==> src/rtl/posit_quire_stream_accumulator.sv <==
// rtl/posit_quire_stream_accumulator.sv - exact quire summation of a posit stream with RNE result
//
// Purpose: accumulates a valid/ready stream of packed posits exactly in a
// Kulisch quire. It emits one rounded posit (round-to-nearest-even on the
// encoding) plus the element count per stream. A stream ends with inLast.
//
// Ports:
//   clock, reset         rising-edge clock, synchronous active-high reset
//   inValid/inReady      element handshake
//   inData [WIDTH]       packed posit element
//   inNegate             subtract the element instead of adding it
//   inLast               element closes the current stream
//   outValid/outReady    result handshake
//   outData [WIDTH]      rounded posit sum (NaR if any element was NaR)
//   outCount [COUNT_BITS] elements in the stream, saturating
//   outOverflow          only with POSIT_QUIRE_ACC_OVERFLOW_FLAG_EN: quire wrapped
//
// Optional feature macro: POSIT_QUIRE_ACC_OVERFLOW_FLAG_EN
// Assumes ES >= 1 and WIDTH >= ES + 4.
module posit_quire_stream_accumulator #(
  parameter int WIDTH      = 8,
  parameter int ES         = 1,
  parameter int OVERFLOW   = 0,
  parameter int COUNT_BITS = 16
) (
  input  logic                  clock,
  input  logic                  reset,
  input  logic                  inValid,
  output logic                  inReady,
  input  logic [WIDTH-1:0]      inData,
  input  logic                  inNegate,
  input  logic                  inLast,
  output logic                  outValid,
  input  logic                  outReady,
  output logic [WIDTH-1:0]      outData,
  output logic [COUNT_BITS-1:0] outCount
`ifdef POSIT_QUIRE_ACC_OVERFLOW_FLAG_EN
  ,
  output logic                  outOverflow
`endif
);

  localparam int MAX_SCALE = (WIDTH - 2) << ES;
  localparam int FW        = WIDTH - 3 - ES;   // widest fraction field of any posit

  function automatic int get_frac_bits();
    return MAX_SCALE;                          // lsb weight 2^-MAX_SCALE = minpos
  endfunction

  function automatic int get_non_frac_bits(input int ovf);
    return MAX_SCALE + 2 + ovf;                // sign + integer bits reaching maxpos + guard
  endfunction

  localparam int FRAC_BITS    = get_frac_bits();
  localparam int NONFRAC_BITS = get_non_frac_bits(OVERFLOW);
  localparam int QW           = NONFRAC_BITS + FRAC_BITS;
  localparam int SW           = $clog2(MAX_SCALE + 1) + 2;
  localparam int EW           = QW + FW + 1;
  localparam int LW           = ES + QW + WIDTH;
  localparam logic [WIDTH-1:0] NAR = {1'b1, {(WIDTH-1){1'b0}}};

  typedef struct packed {
    logic                 sign;
    logic                 zero;
    logic                 inf;
    logic signed [SW-1:0] scale;
    logic [FW-1:0]        frac;
  } elem_t;

  typedef enum logic [1:0] {ACCUM, ROUND, HOLD} state_t;

  // Posit decode to sign / scale / fraction. Regime run length sets the
  // coarse scale; exponent bits cut off by a long regime read as zero.
  function automatic elem_t decode(input logic [WIDTH-1:0] p, input logic neg);
    elem_t            d;
    logic [WIDTH-1:0] a;
    logic [WIDTH-1:0] rest;
    int               run;
    int               k;
    int               e;
    logic             stop;
    d = '0;
    if (p == '0) begin
      d.zero = 1'b1;
    end else if (p == NAR) begin
      d.inf = 1'b1;
    end else begin
      a    = p[WIDTH-1] ? -p : p;
      run  = 0;
      stop = 1'b0;
      for (int i = WIDTH - 2; i >= 0; i--) begin
        if (!stop && (a[i] == a[WIDTH-2])) run++;
        else stop = 1'b1;
      end
      k       = a[WIDTH-2] ? run - 1 : -run;
      rest    = {a[WIDTH-2:0], 1'b0} << (run + 1);
      e       = int'(rest[WIDTH-1 -: ES]);
      d.scale = SW'(k * (1 << ES) + e);
      d.frac  = rest[WIDTH-1-ES -: FW];
      d.sign  = p[WIDTH-1] ^ neg;
    end
    return d;
  endfunction

  // Exact fixed-point image of an element, two's complement modulo 2^QW.
  function automatic logic [QW-1:0] to_quire(input elem_t d);
    logic [EW-1:0] m;
    logic [QW-1:0] q;
    int            sh;
    if (d.zero || d.inf) return '0;
    m  = EW'({1'b1, d.frac});
    sh = int'(d.scale) + FRAC_BITS - FW;
    m  = (sh >= 0) ? (m << sh) : (m >> (-sh));
    q  = m[QW-1:0];
    return d.sign ? -q : q;
  endfunction

  // Quire to posit: build the unbounded encoding (regime, exponent, all
  // remaining quire bits) left-aligned, then round the encoding with
  // guard, round and sticky bits. Magnitudes outside [minpos, maxpos]
  // clamp, so a nonzero sum never becomes zero.
  function automatic logic [WIDTH-1:0] quire_to_posit(input logic [QW-1:0] q);
    logic            s;
    logic [QW-1:0]   mag;
    logic [QW-1:0]   frac;
    logic [LW-1:0]   regime;
    logic [LW-1:0]   body;
    logic [LW-1:0]   v;
    logic [WIDTH-2:0] pat;
    logic            guard;
    logic            rnd;
    logic            sticky;
    int              p;
    int              scale;
    int              k;
    int              e;
    int              rlen;
    s   = q[QW-1];
    mag = s ? -q : q;
    if (mag == '0) return '0;
    p = 0;
    for (int i = 0; i < QW; i++) begin
      if (mag[i]) p = i;
    end
    scale = p - FRAC_BITS;
    if (scale > MAX_SCALE) begin
      pat = '1;
    end else if (scale < -MAX_SCALE) begin
      pat = (WIDTH-1)'(1);
    end else begin
      k    = scale >>> ES;
      e    = scale - (k << ES);
      frac = mag << (QW - p);                  // drops the hidden one
      body = {ES'(e), frac, {WIDTH{1'b0}}};
      if (k >= 0) begin
        regime = ~({LW{1'b1}} >> (k + 1));
        rlen   = k + 2;
      end else begin
        regime = {1'b1, {(LW-1){1'b0}}} >> (-k);
        rlen   = 1 - k;
      end
      v      = regime | (body >> rlen);
      pat    = v[LW-1 -: WIDTH-1];
      guard  = v[LW-WIDTH];
      rnd    = v[LW-WIDTH-1];
      sticky = |v[LW-WIDTH-2:0];
      if (guard && (rnd || sticky || pat[0])) pat = pat + 1'b1;
    end
    return s ? -{1'b0, pat} : {1'b0, pat};
  endfunction

  state_t                state;
  state_t                next_state;
  logic                  s1_valid;
  logic                  s1_last;
  elem_t                 s1_elem;
  logic [QW-1:0]         quire;
  logic [QW-1:0]         elem_q;
  logic [QW-1:0]         quire_sum;
  logic                  inf_flag;
  logic [COUNT_BITS-1:0] counter;
  logic                  accept;

  assign accept    = inValid && inReady;
  assign elem_q    = to_quire(s1_elem);
  assign quire_sum = quire + elem_q;

  always_ff @(posedge clock) begin
    if (reset) state <= ACCUM;
    else       state <= next_state;
  end

  always_comb begin
    next_state = state;
    inReady    = 1'b0;
    case (state)
      ACCUM: begin
        // Block new elements while the stream's last one is in flight.
        inReady = !(s1_valid && s1_last);
        if (s1_valid && s1_last) next_state = ROUND;
      end
      ROUND: next_state = HOLD;
      HOLD:  if (outReady) next_state = ACCUM;
      default: next_state = ACCUM;
    endcase
  end

  always_ff @(posedge clock) begin
    if (reset) begin
      s1_valid <= 1'b0;
      s1_last  <= 1'b0;
      s1_elem  <= '0;
      quire    <= '0;
      inf_flag <= 1'b0;
      counter  <= '0;
      outValid <= 1'b0;
      outData  <= '0;
      outCount <= '0;
    end else begin
      s1_valid <= accept;
      if (accept) begin
        s1_elem <= decode(inData, inNegate);
        s1_last <= inLast;
      end
      case (state)
        ACCUM: begin
          if (s1_valid) begin
            quire    <= quire_sum;
            inf_flag <= inf_flag | s1_elem.inf;
            if (counter != '1) counter <= counter + 1'b1;
          end
        end
        ROUND: begin
          outData  <= inf_flag ? NAR : quire_to_posit(quire);
          outCount <= counter;
          outValid <= 1'b1;
        end
        HOLD: begin
          if (outReady) begin
            outValid <= 1'b0;
            quire    <= '0;
            inf_flag <= 1'b0;
            counter  <= '0;
          end
        end
        default: ;
      endcase
    end
  end

`ifdef POSIT_QUIRE_ACC_OVERFLOW_FLAG_EN
  logic ovf_sticky;
  logic add_ovf;

  assign add_ovf = (quire[QW-1] == elem_q[QW-1]) && (quire_sum[QW-1] != quire[QW-1]);

  always_ff @(posedge clock) begin
    if (reset) begin
      ovf_sticky  <= 1'b0;
      outOverflow <= 1'b0;
    end else begin
      case (state)
        ACCUM: if (s1_valid && add_ovf) ovf_sticky <= 1'b1;
        ROUND: outOverflow <= ovf_sticky;
        HOLD:  if (outReady) ovf_sticky <= 1'b0;
        default: ;
      endcase
    end
  end
`endif

endmodule

==> config.mk <==
export PLATFORM = sky130hd
export DESIGN_NAME = posit_quire_stream_accumulator
export DESIGN_NICKNAME = d
export VERILOG_FILES = /design/src/rtl/posit_quire_stream_accumulator.sv
export SDC_FILE = /design/constraint.sdc
export NUM_CORES = 1
export LEC_CHECK = 0
export ABC_AREA = 1
export CORE_MARGIN = 2
export CORE_UTILIZATION = 50
export DETAILED_ROUTE_END_ITERATION = 7
export HOLD_SLACK_MARGIN = 0.03
export PLACE_DENSITY = 0.74
export SYNTH_ARGS = -nofsm -noshare
export SYNTH_HDL_FRONTEND = slang
export SYNTH_SLANG_ARGS = --single-unit
==> constraint.sdc <==
create_clock -name clock -period 10.4 [get_ports clock]
set_input_delay 1.56 -clock clock [delete_from_list [all_inputs] [get_ports clock]]
set_output_delay 1.56 -clock clock [all_outputs]
set_load 0.05 [all_outputs]
==> results of run 1 <==
per-layer routing:
metal | part of all wire | vias up
met5 | 0 | -
met3 | 0.052 | 30
met2 | 0.46 | 396
met4 | 0.0094 | 0
met1 | 0.48 | 5924
li1 | - | 6927
state kept, by name, indices dropped and copies added, names as in the netlist:
register and flops:
quire 26, inf_flag 1, s1_valid 1, outData 8
outValid 1, counter 16, state 2, s1_elem 13
outCount 16, s1_last 1
per-stage QoR:
step           worst slack [ns]  std cells  utilization
2_1_floorplan              4.37       2100            -
3_5_place_dp               1.70       2345        0.529
3_3_place_gp               1.92       2345        0.529
4_1_cts                    1.66       2361        0.542
6_report                   1.52       2361        0.542
5_1_grt                   0.440       2361        0.542
cells by family after synthesis:
logic type / count (synthesis)
xor+xnor: 39
buf+inv: 337
fa+ha+maj: 61
flops: 85
simple gates: 1229
compound gates: 349
worst min-delay path: stages (launching register included):
cell,delay (ns)
dfxtp_1,0.32
nand2_1,0.06
a21oi_1,0.05
synth_stat cells, drive strengths merged, types with 12 or more instances:
cell / number
dfxtp: 85
nand2: 543
buf: 38
inv: 245
nand3b: 12
clkbuf: 46
o21ai: 134
nor2: 243
ha: 60
nand3: 323
a21oi: 158
nor3: 49
xor2: 31
nand4: 41
final timing paths:
kind	startpoint	endpoint	slack [ns]	cells after the start
min	outValid$_SDFFE_PP0P_	outValid$_SDFFE_PP0P_	0.47	2
min reg2reg	outValid$_SDFFE_PP0P_	outValid$_SDFFE_PP0P_	0.47	2
max reg2reg	quire[0]$_SDFFE_PP0P_	outData[4]$_SDFFE_PP0P_	1.52	56
max	quire[0]$_SDFFE_PP0P_	outData[4]$_SDFFE_PP0P_	1.52	56
area by class of cell:
cell class              instances  area [um2]
clock buffers                   9         225
clock inverters                 7        88.8
fillers                      2344       10400
inverters                     253         952
multi-input cells            1678        8570
flip-flops and latches         85        1700
well taps                     285         357
repair buffers                 44         423
==> results.py, run 1 <==
metrics = {
    "critical_path": {
        "start_kind": "flip-flop",
        "crit_fanout": 34,
        "timing.critical_path.buf_inv": 4,
        "cp_slowest_cell": "ha_1",
        "worstPathArrival_ns": 9.07,
        "cp-end-kind": "flip-flop",
        "critical-path-max-stage-delay_ns": 1.15,
        "critical_path.top_delay_family": "simple AND/OR/NAND/NOR gates",
        "critical_path_required_ns": 10.59,
        "path_class": "flip-flop to flip-flop",
        "crit_path_frequent_cell": "nand2_1",
    },
    "synth": {
        "synth_seq_cells": 85,
        "netlist_area_mm2": 0.0116,
        "yosysSeqAreaShare": 0.146,
        "syn_nets": 2175,
        "synth_simple_gate_area_share": 0.473,
        "synthArstFlopShare": 0,
        "synth_top_area_frac": 0.173,
        "synth_adder_area_share": 0.0663,
        "synth_top_area_cell": "nand2_1",
        "syn_area_per_cell_um2": 5.54,
        "synthFlopType": "dfxtp_1",
        "synth_xor_area_frac": 0.0316,
        "synth_edf_count": 0,
        "ys_warn_count": 0,
        "synth_top_family_by_area": "simple AND/OR/NAND/NOR gates",
        "ys_types": 63,
        "synth_compound_area_frac": 0.166,
        "synth_cells": 2100,
        "synthTopCellsByArea": "nand2_1 (17%), dfxtp_1 (15%), nand3_1 (13%)",
        "yosys-mux-area-fraction": 0,
    },
    "timing": {
        "tns_ns": 0,
        "worstMarginPinSlew_ns": 1.02,
        "finalHoldViolCount": 0,
        "finalCritPeriodShare": 0.853,
        "skew_ns": 0.00692,
        "min_period_ns": 8.88,
        "setup_violations": 0,
        "slew_headroom": 0.321,
        "fmax_mhz": 113,
        "rsz0062_at_grt": "no",
        "hold_ws_ns": 0.471,
        "drv_slew": 0,
    },
    "grt": {
        "grt_use_met2": 0.443,
        "grt_max_degree": 49,
        "antenna_found_initial": 0,
        "grt_util_met3": 0.0269,
        "busiest_layer": "met2",
        "grt_pass1_vias": 11936,
        "overflow": 0,
        "grt_pass1_wl_um": 54800,
        "met1_usage": 0.365,
        "grt.total_usage": 0.261,
    },
    "detailed_routing": {
        "ant_nets": 0,
        "finalWirelength_um": 31300,
        "drc": 0,
        "vias": 13277,
        "viasPerCell": 5.62,
        "drtPass1Iterations": 7,
        "avgRoutedWirePerCell_um": 13.3,
        "drtIter0Drc": 1146,
    },
    "floorplan": {
        "core_region_area_mm2": 0.0227,
        "io_pins": 40,
        "die_w_um": 156,
        "dieArea_mm2": 0.0245,
        "num_rows": 55,
        "start_util": 0.512,
        "die_y_um": 156,
    },
    "cts": {
        "cts_hold_buf": 0,
        "cts-root-buf": "clkbuf_16",
        "cts_tree": "yes",
        "path_clk_slew_ns": 0.07,
        "cts_setup_buffers": 0,
        "cts_inserted_buffers": 9,
        "post_cts_resized": 0,
        "cts.sinks": 85,
        "cts_buffer_depth": 2,
        "htree_levels": 3,
        "insertion_delay_ns": 0.35,
    },
    "cells_and_area": {
        "nNetsFinal": 2146,
        "final_common_cell": "nand2_1",
        "area_delta_synth_final_pct": 5.97,
        "drive_gt1_frac": 0.0438,
        "final_cell_mix": "nand2_1 (535), nand3_1 (301), inv_1 (236)",
        "postLayoutCellArea_mm2": 0.0123,
        "n_antenna_cell": 0,
    },
    "place": {
        "gp_congestion": 0.945,
        "io_buffers": 39,
        "dpl_cell_area_mm2": 0.0120,
        "hpwl_um": 24400,
    },
    "run": {
        "max-cap-violations": 0,
    },
    "worst_hold_path": {
        "hold_class": "flip-flop to flip-flop",
    },
    "run_status": {
        "outcome": "finished clean",
    },
}
Power of run 1 is left out: the tool's default activity adds up to more than one toggle a clock period on the data nets, which glitch-free logic cannot reach.
==> run 2, diff against run 1 <==
--- a/config.mk
+++ b/config.mk
@@ -10,4 +10,5 @@
 export CORE_UTILIZATION = 50
 export DETAILED_ROUTE_END_ITERATION = 7
+export GPL_TIMING_DRIVEN = 0
 export HOLD_SLACK_MARGIN = 0.03
 export PLACE_DENSITY = 0.74
==> constraint.sdc (replaced) <==
create_clock -name clock -period 10.4 [get_ports clock]
set_input_delay 2.08 -clock clock [delete_from_list [all_inputs] [get_ports clock]]
set_output_delay 2.08 -clock clock [all_outputs]
set_load 0.05 [all_outputs]
==> results.py, run 2 (synthesis results as in run 1) <==
metrics = {
    "grt": {
        "grt_pass1_vias": 12579,
        "grt_pass1_wl_um": 58600,
        "grt.total_usage": 0.286,
        "antenna_found_initial": 0,
        "overflow": 0,
        "grt_max_degree": 17,
    },
    "timing": {
        "min_period_ns": 7.62,
        "skew_ns": 0.0104,
        "fmax_mhz": 131,
        "tns_ns": 0,
        "setup_violations": 0,
        "slew_headroom": 0.445,
        "finalCritPeriodShare": 0.732,
        "finalHoldViolCount": 0,
        "worstMarginPinSlew_ns": 0.832,
        "drv_slew": 0,
        "rsz0062_at_grt": "no",
    },
    "detailed_routing": {
        "viasPerCell": 5.67,
        "finalWirelength_um": 34600,
        "avgRoutedWirePerCell_um": 14.2,
        "ant_nets": 0,
        "drtPass1Iterations": 6,
        "drtIter0Drc": 1173,
        "vias": 13824,
        "drc": 0,
    },
    "floorplan": {
        "start_util": 0.512,
        "num_rows": 55,
        "io_pins": 40,
        "die_w_um": 156,
        "core_region_area_mm2": 0.0227,
        "die_y_um": 156,
        "dieArea_mm2": 0.0245,
    },
    "run": {
        "max-cap-violations": 0,
    },
    "worst_hold_path": {
        "hold_class": "flip-flop to flip-flop",
    },
    "cts": {
        "post_cts_resized": 0,
        "cts_hold_buf": 0,
        "insertion_delay_ns": 0.35,
        "cts.sinks": 85,
        "cts-root-buf": "clkbuf_16",
        "cts_inserted_buffers": 9,
        "cts_tree": "yes",
        "cts_setup_buffers": 0,
        "cts_buffer_depth": 2,
        "htree_levels": 3,
        "path_clk_slew_ns": 0.07,
    },
    "cells_and_area": {
        "n_antenna_cell": 0,
        "top_regs": "quire x26, counter x16, outCount x16",
        "fillerInstances": 2359,
        "drive_gt1_frac": 0.0557,
        "nNetsFinal": 2224,
        "largest_reg_flops": 26,
        "final_cell_mix": "nand2_1 (535), nand3_1 (301), inv_1 (236)",
        "final_common_cell": "nand2_1",
        "regMostFlops": "quire",
        "area_delta_synth_final_pct": 9.04,
    },
    "critical_path": {
        "path_class": "flip-flop to flip-flop",
        "cp-end-kind": "flip-flop",
        "cp_slowest_cell": "dfxtp_1",
        "critical_path_required_ns": 10.61,
        "worstPathArrival_ns": 7.83,
        "start_kind": "flip-flop",
        "crit_fanout": 10,
        "critical-path-max-stage-delay_ns": 0.34,
        "crit_path_frequent_cell": "nand2_1",
    },
    "place": {
        "io_buffers": 38,
        "hpwl_um": 27900,
        "gp_congestion": 1.02,
    },
    "run_status": {
        "outcome": "finished clean",
    },
}
-- run 2: through the flow --
stage               setup slack [ns]  area (um2)  instances   util  hold slack, ns
floorplan                       4.37       11600       2100      -           0.439
global placement                3.05       12400       2423  0.544           0.454
detailed placement              2.98       12400       2423  0.544           0.461
CTS                             2.95       12700       2439  0.558           0.472
global route                    1.87       12700       2439  0.558           0.497
finish                          2.78       12700       2439  0.558           0.471
-- run 2: layout make-up --
cell class,count,area (um2),share of cell area
multi-input cells,1678,8570,0.676
flip-flops and latches,85,1700,0.134
inverters,253,952,0.0751
plain buffers,84,399,0.0315
repair buffers,38,380,0.0300
well taps,285,357,0.0281
clock buffers,10,239,0.0189
clock inverters,6,75.1,0.00592
-- run 2: per-layer routing --
layer | wire [um] | vias to the layer above | GRT usage | part of all wire
li1 | - | 7075 | - | -
met1 | 15900 | 6242 | 0.384 | 0.46
met2 | 15800 | 457 | 0.484 | 0.46
met3 | 2280 | 50 | 0.0418 | 0.066
met4 | 511 | 0 | 0.0668 | 0.015
met5 | 0 | - | 0 | 0
-- run 2: worst max-delay path, delay by kind of cell (launching register included) --
family | cells | cell delay [ns]
AO/OA/AOI/OAI | 7 | 1.04
adder cells (fa/ha/maj) | 4 | 0.85
buffers and inverters | 7 | 1.00
flip-flops | 1 | 0.34
AND/OR/NAND/NOR | 46 | 4.22
-- run 2: worst paths after layout --
kind,startpoint,to,slack [ns],depth (start not counted)
max,quire[0]$_SDFFE_PP0P_,outData[4]$_SDFFE_PP0P_,2.78,64
min,outData[3]$_SDFFE_PP0P_,outData[3]$_SDFFE_PP0P_,0.47,2
max reg2reg,quire[0]$_SDFFE_PP0P_,outData[4]$_SDFFE_PP0P_,2.78,64
min reg2reg,outData[3]$_SDFFE_PP0P_,outData[3]$_SDFFE_PP0P_,0.47,2
Power of run 2 is left out for the same reason.
==> run 3, diff against run 2 <==
PLACE_DENSITY = 0.77   (was 0.74)
clock period = 6.7 ns   (was 10.4 ns; I/O delays follow)
==> results.py, run 3 (synthesis results as in run 1) <==
metrics = {
    "critical_path": {
        "r2r-end": "outData[6]$_SDFFE_PP0P_",
        "start_kind": "flip-flop",
        "critical_path_required_ns": 6.99,
        "cp_slowest_cell": "dfxtp_4",
        "crit_cells": 56,
        "ff2ff_path_depth": 56,
        "critical_path.top_delay_family": "simple AND/OR/NAND/NOR gates",
        "critical-path-max-stage-delay_ns": 0.36,
        "path_class": "flip-flop to flip-flop",
        "crit_fanout": 8,
        "rr_startpoint": "quire[0]$_SDFFE_PP0P_",
        "cp-end-kind": "flip-flop",
        "crit_path_frequent_cell": "nand2_1",
        "r2r_slack_ns": 0.18,
        "timing.critical_path.buf_inv": 9,
        "worstPathArrival_ns": 6.81,
    },
    "timing": {
        "drv_slew": 0,
        "skew_ns": 0.0159,
        "worstMarginPinSlew_ns": 0.924,
        "finalCritPeriodShare": 0.973,
        "layout_setup_ws_ns": 0.181,
        "min_period_ns": 6.52,
        "fmax_mhz": 153,
        "finalHoldViolCount": 0,
        "hold_ws_ns": 0.467,
        "setup_violations": 0,
        "rsz0062_at_grt": "yes",
        "slew_headroom": 0.384,
    },
    "worst_hold_path": {
        "holdPathStages": 2,
        "hold_start": "outData[0]$_SDFFE_PP0P_",
        "hold_class": "flip-flop to flip-flop",
        "hold_end": "outData[0]$_SDFFE_PP0P_",
    },
    "detailed_routing": {
        "vias": 14382,
        "drtPass1Iterations": 6,
        "drc": 0,
        "ant_nets": 0,
        "viasPerCell": 5.80,
        "drtIter0Drc": 1254,
        "avgRoutedWirePerCell_um": 15.1,
        "finalWirelength_um": 37300,
    },
    "floorplan": {
        "num_rows": 55,
        "io_pins": 40,
        "core_region_area_mm2": 0.0227,
        "dieArea_mm2": 0.0245,
        "start_util": 0.512,
        "die_w_um": 156,
        "die_y_um": 156,
    },
    "place": {
        "dpl_cell_area_mm2": 0.0124,
        "hpwl_um": 27800,
        "io_buffers": 38,
        "place_ws_ns": -0.757,
        "gp_congestion": 0.968,
    },
    "cts": {
        "cts_buffer_depth": 2,
        "path_clk_slew_ns": 0.08,
        "cts.sinks": 85,
        "cts_tree": "yes",
        "cts-root-buf": "clkbuf_16",
        "insertion_delay_ns": 0.36,
        "cts_inserted_buffers": 9,
        "htree_levels": 3,
        "cts_hold_buf": 0,
    },
    "cells_and_area": {
        "utilization": 0.626,
        "n_antenna_cell": 0,
        "final_cell_mix": "nand2_1 (473), nand3_1 (226), inv_1 (215)",
        "top_regs": "quire x26, counter x16, outCount x16",
        "nNetsFinal": 2265,
        "postLayoutCellArea_mm2": 0.0142,
        "largest_reg_flops": 26,
        "drive_gt1_frac": 0.191,
        "final_common_cell": "nand2_1",
        "regMostFlops": "quire",
        "area_delta_synth_final_pct": 22.2,
    },
    "grt": {
        "grt_pass1_vias": 12565,
        "antenna_found_initial": 0,
        "overflow": 0,
        "grt_max_degree": 18,
        "grt.total_usage": 0.282,
        "grt_pass1_wl_um": 58300,
    },
    "run_status": {
        "outcome": "finished clean",
    },
    "run": {
        "max-cap-violations": 0,
    },
}
## run 3: worst max path at each step
stage / startpoint / endpoint / slack (ns)
after detailed placement: quire[0]$_SDFFE_PP0P_ / outData[4]$_SDFFE_PP0P_ / -0.76
final: quire[0]$_SDFFE_PP0P_ / outData[6]$_SDFFE_PP0P_ / 0.18
after CTS: quire[1]$_SDFFE_PP0P_ / outData[4]$_SDFFE_PP0P_ / -0.02
after global routing: quire[1]$_SDFFE_PP0P_ / outData[4]$_SDFFE_PP0P_ / -0.21
after floorplan: quire[0]$_SDFFE_PP0P_ / outData[4]$_SDFFE_PP0P_ / 0.67
after global placement: quire[0]$_SDFFE_PP0P_ / outData[4]$_SDFFE_PP0P_ / -0.59
## run 3: stage by stage
| step | std cells | TNS (ns) |
|---|---|---|
| floorplan | 2100 | 0 |
| global placement | 2423 | -3.67 |
| detailed placement | 2423 | -5.54 |
| CTS | 2448 | -0.0162 |
| global route | 2480 | -0.921 |
| finish | 2480 | 0 |
## run 3: timing repair
item	4_1_cts	5_1_grt
setup buffers	11	32
pin swaps	6	117
endpoints found under the setup margin	14	18
gates cloned	0	2
resized for setup	34	316
## run 3: per-layer routing
metal  global-route usage  share of wire  vias up
met3               0.0335          0.069       82
met5                    0              0        -
met4               0.0537          0.017        0
li1                     -              -     7172
met2                0.489           0.48      588
met1                0.379           0.44     6540
## run 3: layout make-up
| type | instances | area [um2] |
|---|---|---|
| Buffer | 80 | 427 |
| Multi-Input combinational cell | 1678 | 9690 |
| Fill cell | 2121 | 8500 |
| Tap cell | 285 | 357 |
| Inverter | 253 | 967 |
| Clock inverter | 7 | 87.6 |
| Timing Repair Buffer | 83 | 733 |
| Clock buffer | 9 | 225 |
| Sequential cell | 85 | 1730 |
## run 3: worst min-delay path: cells and delay by family, from the launching register on
| family | cells | cell delay (ns) |
|---|---|---|
| DFF | 1 | 0.31 |
| AOI/OAI and AO/OA | 1 | 0.05 |
| and+or+nand+nor | 1 | 0.06 |
Power of run 3 is left out for the same reason.
